### config.mk
export PLATFORM = sky130hd
export DESIGN_NAME = cordic_dispatch_fifo
export DESIGN_NICKNAME = d
export VERILOG_FILES = /design/src/rtl/cordic_dispatch_fifo.sv
export SDC_FILE = /design/constraint.sdc
export NUM_CORES = 1
export LEC_CHECK = 0
export ABC_AREA = 1
export CORE_AREA = 2 2 132 134
export CTS_BUF_LIST = sky130_fd_sc_hd__clkbuf_8
export DETAILED_ROUTE_END_ITERATION = 7
export DIE_AREA = 0 0 134 136
export GPL_ROUTABILITY_DRIVEN = 0
export PLACE_DENSITY_LB_ADDON = 0.2
export SYNTH_ARGS = -nofsm -noshare
export SYNTH_HDL_FRONTEND = slang
export SYNTH_SLANG_ARGS = --single-unit
### constraint.sdc
create_clock -name clock -period 5.7 [get_ports clock]
set_clock_uncertainty 0.2 [all_clocks]
set_input_delay 1.14 -clock clock [delete_from_list [all_inputs] [get_ports clock]]
set_output_delay 1.14 -clock clock [all_outputs]
set_load 0.005 [all_outputs]
### src/rtl/cordic_dispatch_fifo.sv
`timescale 1ns/1ps
`default_nettype none
// ============================================================================
// Module      : cordic_dispatch_fifo
// Description : Issue stage for the cosine CORDIC core. Buffers float angle
//               requests in a small FIFO, launches the core one operation at
//               a time with a start strobe, waits for done (with a watchdog)
//               and presents the result on a valid/ready output port.
// Revision    : 1.0 - initial release
// ============================================================================
module cordic_dispatch_fifo #(
  parameter int DEPTH   = 4,   // FIFO entries, power of two, >= 2
  parameter int AW      = 2,   // log2(DEPTH)
  parameter int TIMEOUT = 32   // WAIT cycles before the core is declared hung
) (
  input  logic          clock,
  input  logic          aclr,
  input  logic          clk_en,
  input  logic          in_valid,
  output logic          in_ready,
  input  logic [31:0]   in_data,
  output logic          core_start,
  output logic [31:0]   core_dataa,
  input  logic          core_done,
  input  logic [31:0]   core_result,
  output logic          out_valid,
  input  logic          out_ready,
  output logic [31:0]   out_data,
  output logic          out_err,
  output logic          timeout_seen,
  output logic [AW:0]   fifo_count,
  output logic          busy
);

  localparam int             CW           = $clog2(TIMEOUT);
  localparam logic [1:0]     c_st_idle    = 2'd0;
  localparam logic [1:0]     c_st_wait    = 2'd1;
  localparam logic [1:0]     c_st_drain   = 2'd2;
  localparam logic [AW:0]    c_full_count = (AW+1)'(DEPTH);
  localparam logic [CW-1:0]  c_cnt_last   = CW'(TIMEOUT - 1);

  logic [1:0]    state_q, state_d;
  logic [AW-1:0] wr_ptr_q, wr_ptr_d;
  logic [AW-1:0] rd_ptr_q, rd_ptr_d;
  logic [AW:0]   count_q, count_d;
  logic [CW-1:0] cnt_q, cnt_d;
  logic          core_start_q, core_start_d;
  logic [31:0]   core_dataa_q, core_dataa_d;
  logic          out_valid_q, out_valid_d;
  logic [31:0]   out_data_q, out_data_d;
  logic          out_err_q, out_err_d;
  logic          timeout_seen_q, timeout_seen_d;
  logic [31:0]   mem_q [DEPTH];

  logic          w_full;
  logic          w_empty;
  logic          w_push;
  logic          w_launch;

  // A full FIFO refuses a push even if a launch pops in the same cycle,
  // so in_ready never depends on the FSM.
  assign w_full   = (count_q == c_full_count);
  assign w_empty  = (count_q == '0);
  assign w_push   = clk_en && in_valid && !w_full;
  assign w_launch = clk_en && (state_q == c_st_idle) && !w_empty;

  // FIFO pointer and occupancy update; pointers wrap naturally at DEPTH.
  always_comb begin
    wr_ptr_d = wr_ptr_q;
    rd_ptr_d = rd_ptr_q;
    count_d  = count_q;
    if (w_push) begin
      wr_ptr_d = wr_ptr_q + 1'b1;
    end
    if (w_launch) begin
      rd_ptr_d = rd_ptr_q + 1'b1;
    end
    case ({w_push, w_launch})
      2'b10:   count_d = count_q + 1'b1;
      2'b01:   count_d = count_q - 1'b1;
      default: count_d = count_q;
    endcase
  end

  // Launch / wait / drain sequencing with watchdog; everything holds while
  // clk_en is low.
  always_comb begin
    state_d        = state_q;
    cnt_d          = cnt_q;
    core_start_d   = core_start_q;
    core_dataa_d   = core_dataa_q;
    out_valid_d    = out_valid_q;
    out_data_d     = out_data_q;
    out_err_d      = out_err_q;
    timeout_seen_d = timeout_seen_q;
    if (clk_en) begin
      // Start is a single-cycle strobe: high only after a launch edge.
      core_start_d = w_launch;
      case (state_q)
        c_st_idle: begin
          if (w_launch) begin
            core_dataa_d = mem_q[rd_ptr_q];
            cnt_d        = '0;
            state_d      = c_st_wait;
          end
        end
        c_st_wait: begin
          cnt_d = cnt_q + 1'b1;
          // On the first WAIT edge the core has not yet seen start, so a
          // high done is left over from the previous operation.
          if (core_done && (cnt_q != '0)) begin
            out_data_d  = core_result;
            out_err_d   = 1'b0;
            out_valid_d = 1'b1;
            state_d     = c_st_drain;
          end else if (cnt_q == c_cnt_last) begin
            out_data_d     = 32'h0;
            out_err_d      = 1'b1;
            out_valid_d    = 1'b1;
            timeout_seen_d = 1'b1;
            state_d        = c_st_drain;
          end
        end
        c_st_drain: begin
          if (out_ready) begin
            out_valid_d = 1'b0;
            state_d     = c_st_idle;
          end
        end
        default: begin
          state_d = c_st_idle;
        end
      endcase
    end
  end

  // Control and output registers, cleared asynchronously.
  always_ff @(posedge clock or negedge aclr) begin
    if (!aclr) begin
      state_q        <= c_st_idle;
      wr_ptr_q       <= '0;
      rd_ptr_q       <= '0;
      count_q        <= '0;
      cnt_q          <= '0;
      core_start_q   <= 1'b0;
      core_dataa_q   <= 32'h0;
      out_valid_q    <= 1'b0;
      out_data_q     <= 32'h0;
      out_err_q      <= 1'b0;
      timeout_seen_q <= 1'b0;
    end else begin
      state_q        <= state_d;
      wr_ptr_q       <= wr_ptr_d;
      rd_ptr_q       <= rd_ptr_d;
      count_q        <= count_d;
      cnt_q          <= cnt_d;
      core_start_q   <= core_start_d;
      core_dataa_q   <= core_dataa_d;
      out_valid_q    <= out_valid_d;
      out_data_q     <= out_data_d;
      out_err_q      <= out_err_d;
      timeout_seen_q <= timeout_seen_d;
    end
  end

  // FIFO storage; contents are only meaningful between the pointers, so no reset.
  always_ff @(posedge clock) begin
    if (w_push) begin
      mem_q[wr_ptr_q] <= in_data;
    end
  end

  assign in_ready     = !w_full;
  assign core_start   = core_start_q;
  assign core_dataa   = core_dataa_q;
  assign out_valid    = out_valid_q;
  assign out_data     = out_data_q;
  assign out_err      = out_err_q;
  assign timeout_seen = timeout_seen_q;
  assign fifo_count   = count_q;
  assign busy         = (state_q != c_st_idle) || !w_empty;

endmodule
`default_nettype wire
==> key figures, run 1 <==
STA
  – Achievable frequency: just under 300 MHz
  – Setup repair after global routing missed its margin: no
  – Setup-failing EPs final: 0
  – Share of the clock period used by the worst path after layout: approximately three fifths
  – Relative max-transition margin: approximately 29%
  – Worst hold-check slack: 259 ps
  – Post-Route Setup TNS: 0 ps
  – Min cycle time layout: 3440 ps
  – Final-report hold violation count: 0
  – Final count of pins violating max slew: 0
  – Slew of the pin with the lowest slew margin: around 1100 ps

Critical path
  – Capture point of the worst reg-to-reg path: fifo_count[2]
  – Crit path kind: in -> reg
  – Register-to-Register Path Depth: 11
  – Flop-to-flop setup slack: 2980 ps
  – Startpoint Class: input pin
  – Category of the worst setup path capture point: flop
  – Arrival time reported for the critical path endpoint: between 3000 and 4000 ps
  – Critical path data required time: a little under 6000 ps
  – Worst flop-to-flop path startpoint: state_q[0]
  – Highest net fanout along the worst path: 35

Finish
  – Area of all placed cells without fillers: approximately 10000 um^2
  – Final design utilization: ~62%
  – NumNets Final: just under 1000
  – Highest-count cells in the layout ignoring fill and taps: sky130_fd_sc_hd__nand2_1 (207), sky130_fd_sc_hd__clkdlybuf4s50_1 (141), sky130_fd_sc_hd__edfxtp_1 (128), sky130_fd_sc_hd__nor2_1 (113), sky130_fd_sc_hd__dfrtp_1 (81)
  – Multi-input gate area in the final layout: 2110 um^2
  – Leading cell type in the layout, fill and taps excluded: sky130_fd_sc_hd__nand2_1
  – Area taken by flip-flops and latches: ~5900 um^2
  – Layout cell share with drive strength beyond 1: 8.68%
  – Growth of design area from synthesis to finish: 26.3%
  – Inserted Diodes: 0
  – Filler Cells Inserted: between 1000 and 1500

Power
  – Power density over cell area: slightly below 500 nW/um^2
  – Clock power share: 24.3%
  – Switching Share: between 30% and 40%
  – Logic pwr share: between 30% and 40%
  – Internal Power: 3.43 mW
  – P_leak: 4.36 nW
  – Max IR drop VDD: ~0.24 mV
  – Sequential group share of total power: about two fifths
  – Switching Power: between 1.5 and 2 mW

Route
  – Iter 0 DRT Violations: around 360
  – Number of design rule violations left after detail routing: 0
  – DRT antenna net count: 0
  – DR vias: between 5000 and 6000
  – Total Wirelength: ~17000 um
  – Final routed wire length divided by cell count: around 15 um
  – Detailed-routing iteration count for the pre-antenna-repair pass: 7
  – Per-cell via count in the routed design: ~5

Die
  – DIE HEIGHT: ~140 um
  – Die Wd: 134 um
  – Die area: approximately 18000 um^2
  – Number of top-level pins: around 140
  – FP Rows: 48
  – Initial cell density of the core: 49.2%
  – CORE AREA: about 17000 um^2

CTS
  – CTS clock-pin slew for the worst setup and hold paths: around 60 ps
  – Number of instances resized during post-cts repair: 0
  – Setup Buffers After CTS: 0
  – Buffer cell driving the clock tree root: sky130_fd_sc_hd__clkbuf_8
  – Worst-Skew Late Latency: a little over 500 ps
  – TritonCTS Buffers: 34
  – Number of hold-repair buffers added at the cts stage: 0
  – CTS sink count: 210
  – TritonCTS clock tree: built
  – Longest Clk Path Bufs: 3
  – H-tree lvl count: 2

Logic synthesis
  – Post-synthesis cell type with the largest combined area: sky130_fd_sc_hd__edfxtp_1
  – Count of distinct cell types in the synthesized netlist: 26
  – Post-synthesis instance area: about 8300 um^2
  – Number of nets produced by synthesis: approximately 820
  – Top post-synthesis cells by area: sky130_fd_sc_hd__edfxtp_1 (46%), sky130_fd_sc_hd__dfrtp_1 (25%), sky130_fd_sc_hd__nand2_1 (9.4%), sky130_fd_sc_hd__nor2_1 (5.3%), sky130_fd_sc_hd__o21ai_0 (3.7%)
  – Flip-flop and latch count after synthesis: 210
  – Yosys warning total: 0
  – Average size of a mapped cell: approximately 11 um^2
  – Post-Synthesis Cells: ~740
  – Sequential-to-total area share from yosys stat: about 70%
  – Area share of the leading cell type in the synthesized netlist: between 40% and 50%

Placement
  – Detailed placer's ending HPWL: 10200 um
  – Placed standard-cell area: 9820 um^2
  – Number of buffers inserted by port buffering: about 140

Global routing
  – Global-route wire length before repair: roughly 28000 um
  – Largest net degree at the start of global routing: between 80 and 90
  – Number of global-route vias before repair: about 5700
  – Total GRT Usage: between 10% and 20%
  – Total global routing overflow: 0
  – Number of antenna violations at the first check in global routing: 0

Run
  – Number of maximum-capacitance violations: 0

Min path
  – Path class of the lowest-slack min-delay path: reg -> reg
  – Worst min-delay path endpoint: timeout_seen
  – Startpoint of the lowest-slack hold path: timeout_seen
  – Worst Hold Depth: 1

Status
  – Outcome: complete, no violations
metal layers:
metal / routed length (um) / share of wire, % / global-route usage (%)
met5: 0 / 0 / 0
met4: 306 / 1.8 / 6.62
met3: 1090 / 6.3 / 4.33
met2: 8200 / 48 / 32.6
met1: 7560 / 44 / 24.4
worst max path at each step:
| stage | start | to | slack (ps) | depth (start not counted) |
|---|---|---|---|---|
| after floorplan | in_valid | mem_q[0][0] | 2320 | 2 |
| after global placement | clk_en | fifo_count[2] | 1820 | 11 |
| after detailed placement | clk_en | fifo_count[2] | 1720 | 11 |
| after CTS | clk_en | fifo_count[2] | 2270 | 11 |
| after global routing | clk_en | fifo_count[2] | 2130 | 11 |
| final | clk_en | fifo_count[2] | 2260 | 11 |
critical path, cell delays in order:
cell and delay [ps]:
sky130_fd_sc_hd__clkdlybuf4s50_1 590, sky130_fd_sc_hd__inv_2 50, sky130_fd_sc_hd__nor2_1 120, sky130_fd_sc_hd__nand2_2 70
sky130_fd_sc_hd__inv_2 490, sky130_fd_sc_hd__ha_1 260, sky130_fd_sc_hd__inv_1 70, sky130_fd_sc_hd__fa_1 380
sky130_fd_sc_hd__a21oi_1 160, sky130_fd_sc_hd__o21ai_0 120, sky130_fd_sc_hd__xor2_1 150
stage by stage:
| step | setup WS (ps) | cells | power, mW |
|---|---|---|---|
| 3_3_place_gp | 1820 | 1074 | 3.86 |
| 6_report | 2260 | 1135 | 5.11 |
| 3_5_place_dp | 1720 | 1074 | 3.92 |
| 2_1_floorplan | 2320 | 739 | 3.14 |
| 4_1_cts | 2270 | 1135 | 5.17 |
| 5_1_grt | 2130 | 1135 | 5.47 |
logic make-up after synthesis:
| logic type | count (synthesis) | share of synthesized area (%) |
|---|---|---|
| compound gates | 106 | 6.45 |
| xor+xnor | 4 | 0.422 |
| fa+ha+maj | 9 | 1.45 |
| buf+inv | 61 | 3.89 |
| flops | 210 | 71.0 |
| simple gates | 349 | 16.7 |
registers in the layout, summed over array words and instances (netlist names):
signal and count:
state_q 2, core_dataa 32, mem_q 128, core_start 1, rd_ptr_q 2, wr_ptr_q 2
out_err 1, out_data 32, fifo_count 3, out_valid 1, timeout_seen 1, cnt_q 5
Yosys cell counts, drive strengths merged:
master and number:
nand2 221, edfxtp 128, nor2 119, o21ai 102
dfrtp 82, buf 27, inv 27, nand3 9
ha 8, clkbuf 7, xor2 3, a21oi 2
a21o 1, fa 1, o21bai 1, xnor2 1
power groups by stage:
stage          Combinational [mW]  Clock, mW  Sequential [mW]
3_5_place_dp                 1.74          0             2.18
2_1_floorplan               0.961          0             2.18
4_1_cts                      1.75       1.27             2.15
3_3_place_gp                 1.69          0             2.16
5_1_grt                      1.94       1.34             2.19
6_report                     1.72       1.24             2.15
final cells by class:
type                            count  area share (%)
Clock buffer                       39            5.12
Clock inverter                     22            1.16
Inverter                           27           0.967
Multi-Input combinational cell    468            20.1
Sequential cell                   210            56.3
Tap cell                          225            2.69
Timing Repair Buffer              144            13.7
Note: power is estimated with default switching activity, not from simulation.
==> run 2: changes to the inputs <==
CORE_AREA = 2 2 134 136   (was 2 2 132 134)
DIE_AREA = 0 0 136 138   (was 0 0 134 136)
clock period = 3 ns   (was 5.7 ns; I/O delays follow)
==> run 2 against run 1 <==
Sequential share of layout area is 0.91 points lower; critical path depth decreased by 6; global-route usage fell by 0.083 points; routed wire length rose by 2.0%; critical path type is now reg -> out; largest cell class unchanged; largest power group unchanged; highest routed layer unchanged.
==> key figures, run 2 (synthesis gave the netlist of run 1 again) <==
Status
  – Outcome: complete, no violations

Placement
  – Placed instance count: 1090 (+1.5%)
  – Detailed placer's ending HPWL: 10900 um (+7.1%)
  – Pre-CTS worst setup slack: 249 ps (-1480 ps)
  – Placed standard-cell area: 9980 um^2 (+1.6%)
  – Number of buffers inserted by port buffering: 142 (unchanged)

Finish
  – Final design utilization: 60.8% (-1.4 points)
  – Area taken by flip-flops and latches: 5900 um^2 (unchanged)
  – Highest-count cells in the layout ignoring fill and taps: sky130_fd_sc_hd__nand2_1 (207), sky130_fd_sc_hd__clkdlybuf4s50_1 (141), sky130_fd_sc_hd__edfxtp_1 (128), sky130_fd_sc_hd__nor2_1 (113), sky130_fd_sc_hd__dfrtp_1 (81)
  – Largest register FFs: 128 (unchanged)
  – Layout cell share with drive strength beyond 1: 9.86% (+1.2 points)
  – Multi-input gate area in the final layout: 2110 um^2 (unchanged)
  – Most flop-heavy register: mem_q
  – Final Non-Filler Cells: 1153 (+1.6%)
  – Growth of design area from synthesis to finish: 28.4%
  – Leading cell type in the layout, fill and taps excluded: sky130_fd_sc_hd__nand2_1
  – Filler Cells Inserted: 1418 (+6.5%)
  – Area of all placed cells without fillers: 10700 um^2 (+1.6%)
  – NumNets Final: 977 (+1.3%)

Global routing
  – Number of antenna violations at the first check in global routing: 1 (+1)
  – Total GRT Usage: 19.1% (-0.083 points)
  – Largest net degree at the start of global routing: 66 (-20%)
  – Global-route wire length before repair: 28500 um (+2.3%)
  – Number of global-route vias before repair: 5828 (+1.6%)
  – Total global routing overflow: 0 (unchanged)

STA
  – Worst hold-check slack: 256 ps (-2.91 ps)
  – Slew of the pin with the lowest slew margin: 695 ps (-370 ps)
  – Relative max-transition margin: 53.7% (+25 points)
  – Setup repair after global routing missed its margin: no
  – Min cycle time layout: ~2600 ps
  – Final count of pins violating max slew: 0 (unchanged)
  – Slack of the critical path: 352 ps (-1910 ps)
  – Achievable frequency: about 380 MHz
  – Setup-failing EPs final: 0 (unchanged)
  – Post-Route Setup TNS: 0 ps (unchanged)
  – Final-report hold violation count: 0 (unchanged)
  – Share of the clock period used by the worst path after layout: roughly nine tenths

Die
  – Die Wd: 136 um (+1.5%)
  – Die area: 18800 um^2 (+3.0%)
  – Initial cell density of the core: 47.3% (-1.8 points)
  – FP Rows: 49 (+2.1%)
  – DIE HEIGHT: 138 um (+1.5%)
  – Number of top-level pins: 143 (unchanged)
  – CORE AREA: 17500 um^2 (+3.9%)

Critical path
  – Critical path data required time: 2200 ps (-3680 ps)
  – Arrival time reported for the critical path endpoint: 1850 ps (-1770 ps)
  – Critical path endpoint: busy
  – Capture point of the worst reg-to-reg path: fifo_count[2]
  – Worst flop-to-flop path startpoint: fifo_count[1]
  – Startpoint Class: flop
  – Worst setup startpoint: fifo_count[1]
  – Register-to-Register Path Depth: 9 (-2)
  – Highest net fanout along the worst path: 4 (-89%)
  – Category of the worst setup path capture point: output pin
  – Crit path kind: reg -> out
  – Flop-to-flop setup slack: 810 ps (-2170 ps)

Min path
  – Path class of the lowest-slack min-delay path: reg -> reg
  – Worst Hold Depth: 1 (unchanged)

Run
  – Number of maximum-capacitance violations: 0 (unchanged)

Route
  – Per-cell via count in the routed design: 4.90 (-1.7%)
  – Iter 0 DRT Violations: 324 (-8.7%)
  – Detailed-routing iteration count for the pre-antenna-repair pass: 4 (-3)
  – Final routed wire length divided by cell count: 15.2 um (+0.44%)
  – DRT antenna net count: 0 (unchanged)
  – DR vias: 5648 (-0.14%)
  – Total Wirelength: 17500 um (+2.0%)
  – Number of design rule violations left after detail routing: 0 (unchanged)

CTS
  – CTS clock-pin slew for the worst setup and hold paths: 50 ps (about the same)
  – TritonCTS Buffers: 34 (unchanged)
  – Buffer cell driving the clock tree root: sky130_fd_sc_hd__clkbuf_8
  – CTS sink count: 210 (unchanged)
  – H-tree lvl count: 2 (unchanged)
  – Number of instances resized during post-cts repair: 0 (unchanged)
  – Worst-Skew Late Latency: 510 ps (about the same)
  – Longest Clk Path Bufs: 3 (unchanged)
  – TritonCTS clock tree: built

Power
  – Power density over cell area: 919 nW/um^2 (+88%)
  – Switching Share: 32.9% (-0.058 points)
  – Clock power share: 23.8% (-0.5 points)
  – Max IR drop VDD: 0.501 mV (+110%)
  – Logic pwr share: 34.5% (+0.8 points)
  – Overall power consumption: 9.79 mW (+91%)
  – Internal Power: 6.56 mW (+92%)
  – Switching Power: 3.22 mW (+91%)
  – Sequential group share of total power: 41.7% (-0.3 points)
  – P_leak: 4.44 nW (+1.8%)
run 2: cell count changes in the layout (fill, tap and decap cells not counted), sizes merged:
| cell | before | now |
|---|---|---|
| clkinv | 8 | 6 |
| clkbuf | 39 | 42 |
| diode | 0 | 1 |
| buf | 3 | 15 |
| dlygate4sd3 | 0 | 1 |
| bufinv | 1 | 0 |
run 2: area by class of cell:
class | instances | share of cell area (%)
Antenna cell | 1 | 0.0235
Clock inverter | 19 | 0.763
Multi-Input combinational cell | 468 | 19.8
Clock buffer | 42 | 5.43
Tap cell | 229 | 2.69
Sequential cell | 210 | 55.3
Inverter | 27 | 0.951
Timing Repair Buffer | 157 | 15.0
run 2: how the worst min path moves through the flow:
stage | startpoint | slack, ps | endpoint
after floorplan | aclr | 100 | cnt_q[0]
after global placement | timeout_seen | 240 | timeout_seen
after detailed placement | timeout_seen | 250 | timeout_seen
after CTS | timeout_seen | 260 | timeout_seen
after global routing | timeout_seen | 280 | timeout_seen
final | timeout_seen | 260 | timeout_seen
run 2: power groups by stage:
stage	registers (mW)	clock network [mW]	logic [mW]
final	4.08	2.33	3.38
after global routing	4.16	2.52	3.83
after CTS	4.09	2.40	3.44
after detailed placement	4.14	0	3.42
after global placement	4.10	0	3.31
after floorplan	4.14	0	1.83
run 2: critical path, stage by stage, from the launching register on:
cell and delay (ps):
sky130_fd_sc_hd__dfrtp_1 420, sky130_fd_sc_hd__nor2_1 190, sky130_fd_sc_hd__nand2_1 120, sky130_fd_sc_hd__nor2_1 140, sky130_fd_sc_hd__inv_1 50, sky130_fd_sc_hd__clkdlybuf4s50_1 440
run 2: timing repair:
item,CTS,global route
hold buffers,1,0
setup endpoints to repair,0,0
setup buffers,0,0
hold endpoints to repair,39,0
run 2: layer usage:
layer,vias up,part of all wire [%],global-route usage [%]
li1,2759,-,-
met1,2681,42,24.0
met2,174,50,32.5
met3,34,6.2,4.73
met4,0,2.1,5.92
met5,-,0,0
